===== src/rtl/instruction_issuer_pkg.sv =====
// instruction_issuer_pkg: shared accelerator constants, instruction layout and opcode check.
package instruction_issuer_pkg;

    localparam int INSTRUCTION_WIDTH = 32;

    localparam int OPC_LSB  = 0;
    localparam int FUNC_LSB = 8;
    localparam int BUF_LSB  = 12;
    localparam int MEM_LSB  = 16;

    localparam logic [7:0] OP_REG_LOAD    = 8'h01;
    localparam logic [7:0] OP_WEIGHT_LOAD = 8'h02;
    localparam logic [7:0] OP_COMPUTE     = 8'h04;
    localparam logic [7:0] OP_DRAIN       = 8'h08;
    localparam logic [7:0] OP_STORE       = 8'h10;

    typedef struct packed {
        logic [15:0] mem_addr;
        logic [3:0]  buf_addr;
        logic [3:0]  func;
        logic [7:0]  opcode;
    } instr_t;

    function automatic logic is_legal_op(input logic [7:0] op);
        return op inside {OP_REG_LOAD, OP_WEIGHT_LOAD, OP_COMPUTE, OP_DRAIN, OP_STORE};
    endfunction

endpackage


===== src/rtl/instruction_issuer_prog_mem.sv =====
// instr_prog_mem: program store with one synchronous write port and an asynchronous read port.
module instr_prog_mem #(
    parameter int WIDTH = 32,
    parameter int DEPTH = 16
) (
    input  logic                     clk,
    input  logic                     we_i,
    input  logic [$clog2(DEPTH)-1:0] waddr_i,
    input  logic [WIDTH-1:0]         wdata_i,
    input  logic [$clog2(DEPTH)-1:0] raddr_i,
    output logic [WIDTH-1:0]         rdata_o
);

    logic [WIDTH-1:0] mem_q [DEPTH];

    always_ff @(posedge clk)
        if (we_i) mem_q[waddr_i] <= wdata_i;

    assign rdata_o = mem_q[raddr_i];

endmodule


===== src/rtl/instruction_issuer.sv =====
// instruction_issuer: replays a stored program for several passes into an instruction FIFO,
// offsetting the memory-address field by a stride each pass and rejecting illegal opcodes.
module instruction_issuer #(
    parameter int INSTRUCTION_WIDTH = instruction_issuer_pkg::INSTRUCTION_WIDTH,
    parameter int PROG_DEPTH        = 16,
    parameter int LOOP_W            = 8
) (
    input  logic                          clk,
    input  logic                          rst_n,
    input  logic                          prog_we,
    input  logic [$clog2(PROG_DEPTH)-1:0] prog_addr,
    input  logic [INSTRUCTION_WIDTH-1:0]  prog_data,
    input  logic                          start,
    input  logic                          abort,
    input  logic [$clog2(PROG_DEPTH):0]   prog_len,
    input  logic [LOOP_W-1:0]             loop_count,
    input  logic [15:0]                   addr_stride,
    output logic [INSTRUCTION_WIDTH-1:0]  instruction,
    output logic                          instruction_valid,
    input  logic                          instruction_ready,
    output logic                          busy,
    output logic                          done,
    output logic                          error,
    output logic [15:0]                   issued_count
);

    import instruction_issuer_pkg::*;

    localparam int AW = $clog2(PROG_DEPTH);

    localparam logic [1:0] S_IDLE  = 2'd0;
    localparam logic [1:0] S_ISSUE = 2'd1;
    localparam logic [1:0] S_DONE  = 2'd2;
    localparam logic [1:0] S_ERR   = 2'd3;

    logic [1:0]                   state_q, state_d;
    logic [AW-1:0]                pc_q, pc_d, nxt_pc, rd_addr;
    logic [AW:0]                  len_q, len_d;
    logic [LOOP_W-1:0]            loops_q, loops_d, iter_q, iter_d, nxt_iter, eff_loops;
    logic [15:0]                  stride_q, stride_d, off_q, off_d, nxt_off, ld_off;
    logic [15:0]                  issued_q, issued_d;
    logic [INSTRUCTION_WIDTH-1:0] instr_q, instr_d, rd_data, word;
    logic                         valid_q, valid_d, err_q, err_d;
    logic                         xfer, wrap, last, legal;

    instr_prog_mem #(
        .WIDTH (INSTRUCTION_WIDTH),
        .DEPTH (PROG_DEPTH)
    ) u_prog_mem (
        .clk     (clk),
        .we_i    (prog_we && state_q == S_IDLE),
        .waddr_i (prog_addr),
        .wdata_i (prog_data),
        .raddr_i (rd_addr),
        .rdata_o (rd_data)
    );

    assign xfer      = valid_q && instruction_ready;
    assign wrap      = {1'b0, pc_q} == len_q - 1'b1;
    assign eff_loops = loops_q == '0 ? LOOP_W'(1) : loops_q;
    assign last      = wrap && iter_q == eff_loops - 1'b1;
    assign nxt_pc    = wrap ? '0 : pc_q + 1'b1;
    assign nxt_iter  = wrap ? iter_q + 1'b1 : iter_q;
    assign nxt_off   = wrap ? off_q + stride_q : off_q;

    // The read port always points at the entry that would be loaded on this cycle's edge.
    assign rd_addr = state_q == S_ISSUE ? nxt_pc : '0;
    assign ld_off  = state_q == S_ISSUE ? nxt_off : '0;

    always_comb begin
        word = rd_data;
        word[MEM_LSB +: 16] = rd_data[MEM_LSB +: 16] + ld_off;
        legal = is_legal_op(rd_data[OPC_LSB +: 8]);
    end

    always_comb begin
        state_d  = state_q;
        pc_d     = pc_q;
        len_d    = len_q;
        loops_d  = loops_q;
        iter_d   = iter_q;
        stride_d = stride_q;
        off_d    = off_q;
        issued_d = issued_q;
        instr_d  = instr_q;
        valid_d  = valid_q;
        err_d    = err_q;
        case (state_q)
            S_IDLE: if (start && !abort) begin
                len_d    = prog_len;
                loops_d  = loop_count;
                stride_d = addr_stride;
                pc_d     = '0;
                iter_d   = '0;
                off_d    = '0;
                issued_d = '0;
                err_d    = 1'b0;
                if (prog_len == '0) state_d = S_DONE;
                else if (legal) begin
                    instr_d = word;
                    valid_d = 1'b1;
                    state_d = S_ISSUE;
                end else begin
                    err_d   = 1'b1;
                    state_d = S_ERR;
                end
            end
            S_ISSUE: begin
                if (xfer) issued_d = issued_q == 16'hFFFF ? issued_q : issued_q + 1'b1;
                if (abort) begin
                    valid_d = 1'b0;
                    state_d = S_IDLE;
                end else if (xfer) begin
                    if (last) begin
                        valid_d = 1'b0;
                        state_d = S_DONE;
                    end else begin
                        pc_d   = nxt_pc;
                        iter_d = nxt_iter;
                        off_d  = nxt_off;
                        if (legal) instr_d = word;
                        else begin
                            valid_d = 1'b0;
                            err_d   = 1'b1;
                            state_d = S_ERR;
                        end
                    end
                end
            end
            default: state_d = S_IDLE;
        endcase
    end

    always_ff @(posedge clk) begin
        if (!rst_n) begin
            state_q  <= S_IDLE;
            pc_q     <= '0;
            len_q    <= '0;
            loops_q  <= '0;
            iter_q   <= '0;
            stride_q <= '0;
            off_q    <= '0;
            issued_q <= '0;
            instr_q  <= '0;
            valid_q  <= 1'b0;
            err_q    <= 1'b0;
        end else begin
            state_q  <= state_d;
            pc_q     <= pc_d;
            len_q    <= len_d;
            loops_q  <= loops_d;
            iter_q   <= iter_d;
            stride_q <= stride_d;
            off_q    <= off_d;
            issued_q <= issued_d;
            instr_q  <= instr_d;
            valid_q  <= valid_d;
            err_q    <= err_d;
        end
    end

    assign instruction       = instr_q;
    assign instruction_valid = valid_q;
    assign busy              = state_q == S_ISSUE || state_q == S_DONE;
    assign done              = state_q == S_DONE;
    assign error             = err_q;
    assign issued_count      = issued_q;

endmodule


===== config.mk =====
export PLATFORM = sky130hd
export DESIGN_NAME = instruction_issuer
export DESIGN_NICKNAME = d
export VERILOG_FILES = /design/src/rtl/instruction_issuer_pkg.sv /design/src/rtl/instruction_issuer_prog_mem.sv /design/src/rtl/instruction_issuer.sv
export SDC_FILE = /design/constraint.sdc
export NUM_CORES = 1
export LEC_CHECK = 0
export CAP_MARGIN = 20
export CELL_PAD_IN_SITES_DETAIL_PLACEMENT = 1
export CELL_PAD_IN_SITES_GLOBAL_PLACEMENT = 1
export CORE_MARGIN = 3
export CORE_UTILIZATION = 30
export CTS_CLUSTER_DIAMETER = 200
export DETAILED_ROUTE_END_ITERATION = 10
export GPL_TIMING_DRIVEN = 0
export PLACE_DENSITY_LB_ADDON = 0.1
export SLEW_MARGIN = 40
export SYNTH_ARGS = -nofsm -noshare
export SYNTH_HDL_FRONTEND = slang
export SYNTH_HIERARCHICAL = 1
export SYNTH_SLANG_ARGS = --single-unit

===== constraint.sdc =====
create_clock -name clk -period 8.9 [get_ports clk]
set_input_delay 2.225 -clock clk [delete_from_list [all_inputs] [get_ports clk]]
set_output_delay 2.225 -clock clk [all_outputs]
set_load 0.1 [all_outputs]

; Word-level counts from Yosys, hierarchy flattened
; Memory sizes are Yosys's and may differ from the RTL's.
; Index checks and enable logic that the tools add are counted.
[totals]
in_bits = 71
ram_bits = 512
word_cells = 116
output_inout_bits = 52
memories = 1
reg_bits = 109
[classes]
reduce_logical = 19
n_mux = 57
n_addsub = 7
eq_ne = 21
[memory_table]
columns = name, words, width, rd, rd_ports_with_merged_regs, wr, line
row1 = u_prog_mem.mem_q, 16, 32, 1, 0, 1, instruction_issuer_prog_mem.sv:14  ; logic [WIDTH-1:0] mem_q [DEPTH];
[ops]
columns = op, count
row1 = 32-bit two-way mux, 6
row2 = 16-bit two-way mux, 8
row3 = 16-bit one-hot mux with 2 select lines, 2
row4 = 32-bit one-hot mux with 2 select lines, 1
row5 = 8-bit two-way mux, 6
row6 = 16-bit adder, 2
row7 = 4-bit two-way mux, 6
row8 = 6-bit AND reduction, 4
row9 = "16-bit by 1-bit adder with 16-bit output, second input constant", 1
row10 = "16-bit == test, second input constant", 1
row11 = 1-bit two-way mux, 16
row12 = "2-bit inequality test, second input constant", 8
row13 = 8-bit one-hot mux with 2 select lines, 1
row14 = 2-bit two-way mux, 7
row15 = "8-bit by 1-bit adder with 8-bit output, second input constant", 1
row16 = "8-bit by 1-bit == test with 1-bit output, second input constant", 1
row17 = "8-bit by 2-bit == test with 1-bit output, second input constant", 1
row18 = "8-bit by 3-bit == test with 1-bit output, second input constant", 1
row19 = "8-bit by 4-bit == test with 1-bit output, second input constant", 1
row20 = "8-bit by 5-bit == test with 1-bit output, second input constant", 1
row21 = 8-bit == test, 1
row22 = 8-bit zero test, 1
row23 = 4-bit one-hot mux with 2 select lines, 1
row24 = "8-bit by 1-bit subtractor with 8-bit output, second input constant", 1
row25 = 21 further kinds, 25

; Depth between registers and ports, before layout
; An unclocked memory read counts as a cell.
[logic_depth]
word_depth = 12
depth_mapped = 24

; Cells and area by module
; The synthesis kept the hierarchy.
[by_module_without_submodules]
columns = module, cells_per_inst, area_per_inst_um2, n_inst, seq_area_each_um2
row1 = instr_prog_mem, 806, 19194.7, 1, 15374.7
row2 = instruction_issuer, 827, 6555.0, 1, 2182.1

; Worst setup path before layout
; OpenSTA, ideal clock, no wires.
[synth_timing]
kind = input to register
start = in prog_we
end = mem u_prog_mem.mem_q[0][0], enable pin
n_path_buf = 0
cell_stages = 3
setup_time_ns = 0.461
arrival_ns = 5.087
required_time_ns = 8.439
setup_slack_ns = 3.352
path_cell_list = and2_1 > or3b_2 > nor3_1
[synth_between]
elab_chain_len = 3
[synth_lines]
columns = element, line
row1 = "start, declared", instruction_issuer.sv:10  ; input logic prog_we,
row2 = 1-bit logical AND, instruction_issuer.sv:51  ; .we_i (prog_we && state_q == S_IDLE),
row3 = 1-bit two-way mux, instruction_issuer_prog_mem.sv:17  ; if (we_i) mem_q[waddr_i] <= wdata_i;
row4 = 1-bit two-way mux (implied by the code), instruction_issuer_prog_mem.sv:17
row5 = "end, declared", instruction_issuer_prog_mem.sv:14
; No other way between the ends.

; Worst setup path after layout
[layout_timing]
start = reg pc_q[3]
end = reg instr_q[31] (netlist: instruction[31])
[layout_lines]
columns = element, line
row1 = "start, declared", instruction_issuer.sv:37  ; logic [AW-1:0] pc_q, pc_d, nxt_pc, rd_addr;
row2 = "start signal, assigned", instruction_issuer.sv:149  ; pc_q <= pc_d;
row3 = 4-bit by 1-bit adder with 4-bit output or 4-bit by 5-bit == test with 1-bit output (tied branches), "instruction_issuer.sv:62, instruction_issuer.sv:59"
row4 = 4-bit two-way mux *, instruction_issuer.sv:62  ; assign nxt_pc = wrap ? '0 : pc_q + 1'b1;
row5 = 4-bit two-way mux *, instruction_issuer.sv:67  ; assign rd_addr = state_q == S_ISSUE ? nxt_pc : '0;
row6 = memory read 16 x 32 bit *, n/a
row7 = via rd_data[25], instruction_issuer.sv:42  ; logic [INSTRUCTION_WIDTH-1:0] instr_q, instr_d, rd_data, word;
row8 = 16-bit adder *, instruction_issuer.sv:72  ; word[MEM_LSB +: 16] = rd_data[MEM_LSB +: 16] + ld_off;
row9 = 32-bit two-way mux *, "instruction_issuer.sv:99, instruction_issuer.sv:121"
row10 = 32-bit two-way mux, instruction_issuer.sv:114  ; if (last) begin
row11 = 32-bit two-way mux, instruction_issuer.sv:113  ; end else if (xfer) begin
row12 = 32-bit two-way mux, instruction_issuer.sv:110  ; if (abort) begin
row13 = 32-bit one-hot mux with 2 select lines *, instruction_issuer.sv:88  ; case (state_q)
row14 = "end signal, assigned", instruction_issuer.sv:156  ; instr_q <= instr_d;
row15 = "end, declared", instruction_issuer.sv:42
; The timed path passes the listed nets; every way through them passes the cells marked *. The select of a mux whose other input is x is not followed.
; A chain may end at the register's enable or synchronous reset.

==> results.md <==
* Cells after Synth at 1633
* Num CTS Buffers at 74
* DRC viols at 0
* Die footprint at 89400 um2
* TritonCTS clock tree: yes
* Top-count cell post-synth: edfxtp_1
* Syn Std Cell Area at 25700 um2
* Hold Crit Class: flip-flop to flip-flop
* GRT Overall Usage at 16.9%
* Largest net degree at the start of global routing at 17
* Final period util at approximately four fifths
* Initial antenna violation count at 4
* Ys flop type: edfxtp_1
* R2R Path End: instruction[31]
* Skew final at approximately 0.033 ns
* Starting Density at 30.5%
* Layout cells sized above 1 at 21.5%
* GPL Wtd Cong at 0.759
* Flop and latch count out of synthesis at 621
* Die Span X at 299 um
* Root Driver: clkbuf_16
* Worst slew pin tran at 0.866 ns
* Post-CTS Repair Setup Buffers at 0
* Hold path startpoint: instruction[2]
* Leak at approximately 10 nW
* Vias at 15400
* Worst slew margin at 42.2%
* Status: finished, final reports clean
* Syn nets at 1744
* Global route overflow at 0
* CTS Sinks at 621
* Std cell rows at 106
* P&R area growth vs syn at 21.9%
* # port buffers at approximately 120
* Vias in the first global route at about 16000
* Clock tree buffer depth at 3
* Crit path time final at just over 7 ns
* Worst Reg-to-Reg Cells at 20
* Yosys top cell by area: edfxtp_1
* Power Density at 236 nW/um2
* Max Cap Violations at 0
* Final wirelength at between 70000 and 80000 um
* Peak supply drop at 142 uV
* Post-DRT Antenna Nets at 0
* Critical Path AT at 7.61 ns
* Final setup violation count at 0
* Fmax at 142 MHz
* Yosys cell types at 77
* Ports at 123
* Sequential fraction of the synthesis area at 68.2%
* Syn. warnings at 6
* Post-CTS sizing at 0
* Post-DP Area at 29000 um2
* Synth top area cells: edfxtp_1 (60%), mux4_2 (11%), dfxtp_1 (8.5%), nand2_1 (2.6%), a22oi_1 (1.9%)
* First-pass GRT wire length at between 100000 and 150000 um
* Unrepaired setup endpoints after global routing: no
* Inst Count DP at 2945
* Async set-reset flop share out of synthesis at 0%
* Top cell type's share of synthesized area at 59.7%
* Final Hold Fails at 0
* Reg clk slew, reported paths at about 0.060 ns
* Cts hold-fix bufs at 0
* Worst-Skew Late Latency at 0.63 ns
* Core ar. at 84400 um2
* 1st-iter DRT viols at 903
* Worst hold margin at ~0.45 ns
* H-tree Lvls at 3
* Top post-synthesis cells by count: edfxtp_1 (512), nand2_1 (178), mux4_2 (128)
* Cell area after layout at 31400 um2
* CP endpoint kind: flip-flop
* Fin cells at 3077
* Startpoint Class: flip-flop
* Post-synth EDFFs at 512
* Req. time, crit path at roughly 9.5 ns
* Crit path kind: flip-flop to flip-flop
* Fin. max-slew vios at 0
* Via density at 4.99
* WL per Instance at approximately 24 um
* Die height at 299 um
* Worst setup endpoint: instruction[31]
* R2R setup slack at ~1.8 ns
* Crit path from: pc_q[3]
* Layout Nets at 1998
* DR pass1 iterations at 5
* Max Fanout on Critical Path at 10
* Dpl hpwl at between 50000 and 60000 um
* R2R Path Start: pc_q[3]
* Syn Area/Cell at 15.8 um2
==> kinds of logic after synthesis <==
family          share of synthesized area [%]
compound gates                           6.97
xor+xnor                                 1.39
fa+ha+maj                                2.00
buf+inv                                  2.09
flops                                    68.2
mux                                      12.3
simple gates                             7.11
==> stage by stage <==
step / utilization [%] / setup TNS, ns / power (mW) / setup slack, ns
after floorplan: - / 0 / 4.07 / 3.35
after global placement: 33.6 / -26.60 / 4.44 / -0.537
after detailed placement: 34.3 / 0 / 4.47 / 1.75
after CTS: 37.2 / 0 / 7.53 / 1.73
after global routing: 37.2 / 0 / 7.73 / 1.37
final: 37.2 / 0 / 7.41 / 1.85
==> per-layer routing <==
metal	wire, um	global-route usage [%]	vias up	share of wire (%)
li1	-	-	6904	-
met1	33300	22.0	8083	44
met4	1520	4.12	6	2.0
met3	2840	2.87	110	3.8
met2	37700	29.3	259	50
met5	41	0	-	0.054
==> worst max-delay path, cell delays in order, from the launching register on <==
cell and delay [ns]:
dfxtp_1 0.36, or4_4 0.57, o2111ai_1 0.18, a311o_1 0.32, clkbuf_1 0.51, nand2_1 0.43
nor2_1 0.41, buf_2 0.43, buf_2 0.54, mux4_2 0.56, a22oi_1 0.26, nand2_1 0.13
ha_1 0.37, a21o_1 0.20, a211oi_1 0.50, o211a_1 0.30, o31ai_1 0.11, a21oi_1 0.18
xnor2_1 0.10, or3_1 0.33, a31oi_2 0.17
==> how the worst min path moves through the flow <==
stage | slack [ns] | cells after the start | to
CTS | 0.46 | 2 | instruction[11]
global placement | 0.45 | 2 | instruction[15]
global route | 0.48 | 2 | instruction[23]
finish | 0.45 | 2 | instruction[2]
floorplan | 0.44 | 2 | stride_q[0]
detailed placement | 0.45 | 2 | instruction[11]
==> sequential cells by signal, indices dropped and copies added, names as in the netlist <==
name / cells
instruction_valid: 1
stride_q: 16
issued_count: 16
u_prog_mem/mem_q: 512
error: 1
state_q: 2
off_q: 16
loops_q: 8
len_q: 5
instruction: 32
iter_q: 8
pc_q: 4
==> where the power goes <==
group          switching, mW  leakage [nW]  internal [mW]
Sequential            0.0293          5.50           3.21
Combinational          0.667          3.69          0.464
Clock                   1.23          1.18           1.80
Total                   1.93          10.4           5.48
==> cell usage in the layout, fill, tap and decap left out, types with 18 or more instances in the layout <==
master           netlist  routed
clkbuf_16              0      74
clkdlybuf4s50_1        0      69
xnor2_1               23      23
nor2_1                81      69
edfxtp_1             512     512
clkbuf_1              43      58
o21ai_0               29      29
nand2_1              178     178
buf_2                 10      76
buf_8                  0      20
dfxtp_1              109     109
a22oi_1               66      66
nand3_1               27      27
mux2i_1               25      25
xor2_1                18      18
buf_4                 10      29
inv_1                 28      28
ha_1                  38      38
a21oi_1               86      86
mux4_2               128     128
==> final cells by class <==
| type | instances | area [um2] |
|---|---|---|
| Antenna cell | 1 | 2.50 |
| Buffer | 82 | 440 |
| Clock buffer | 98 | 1970 |
| Clock inverter | 33 | 443 |
| Fill cell | 8632 | 53000 |
| Inverter | 30 | 113 |
| Multi-Input combinational cell | 900 | 7760 |
| Sequential cell | 621 | 17600 |
| Tap cell | 1134 | 1420 |
| Timing Repair Buffer | 178 | 1670 |
(Power assumes the default switching activity.)
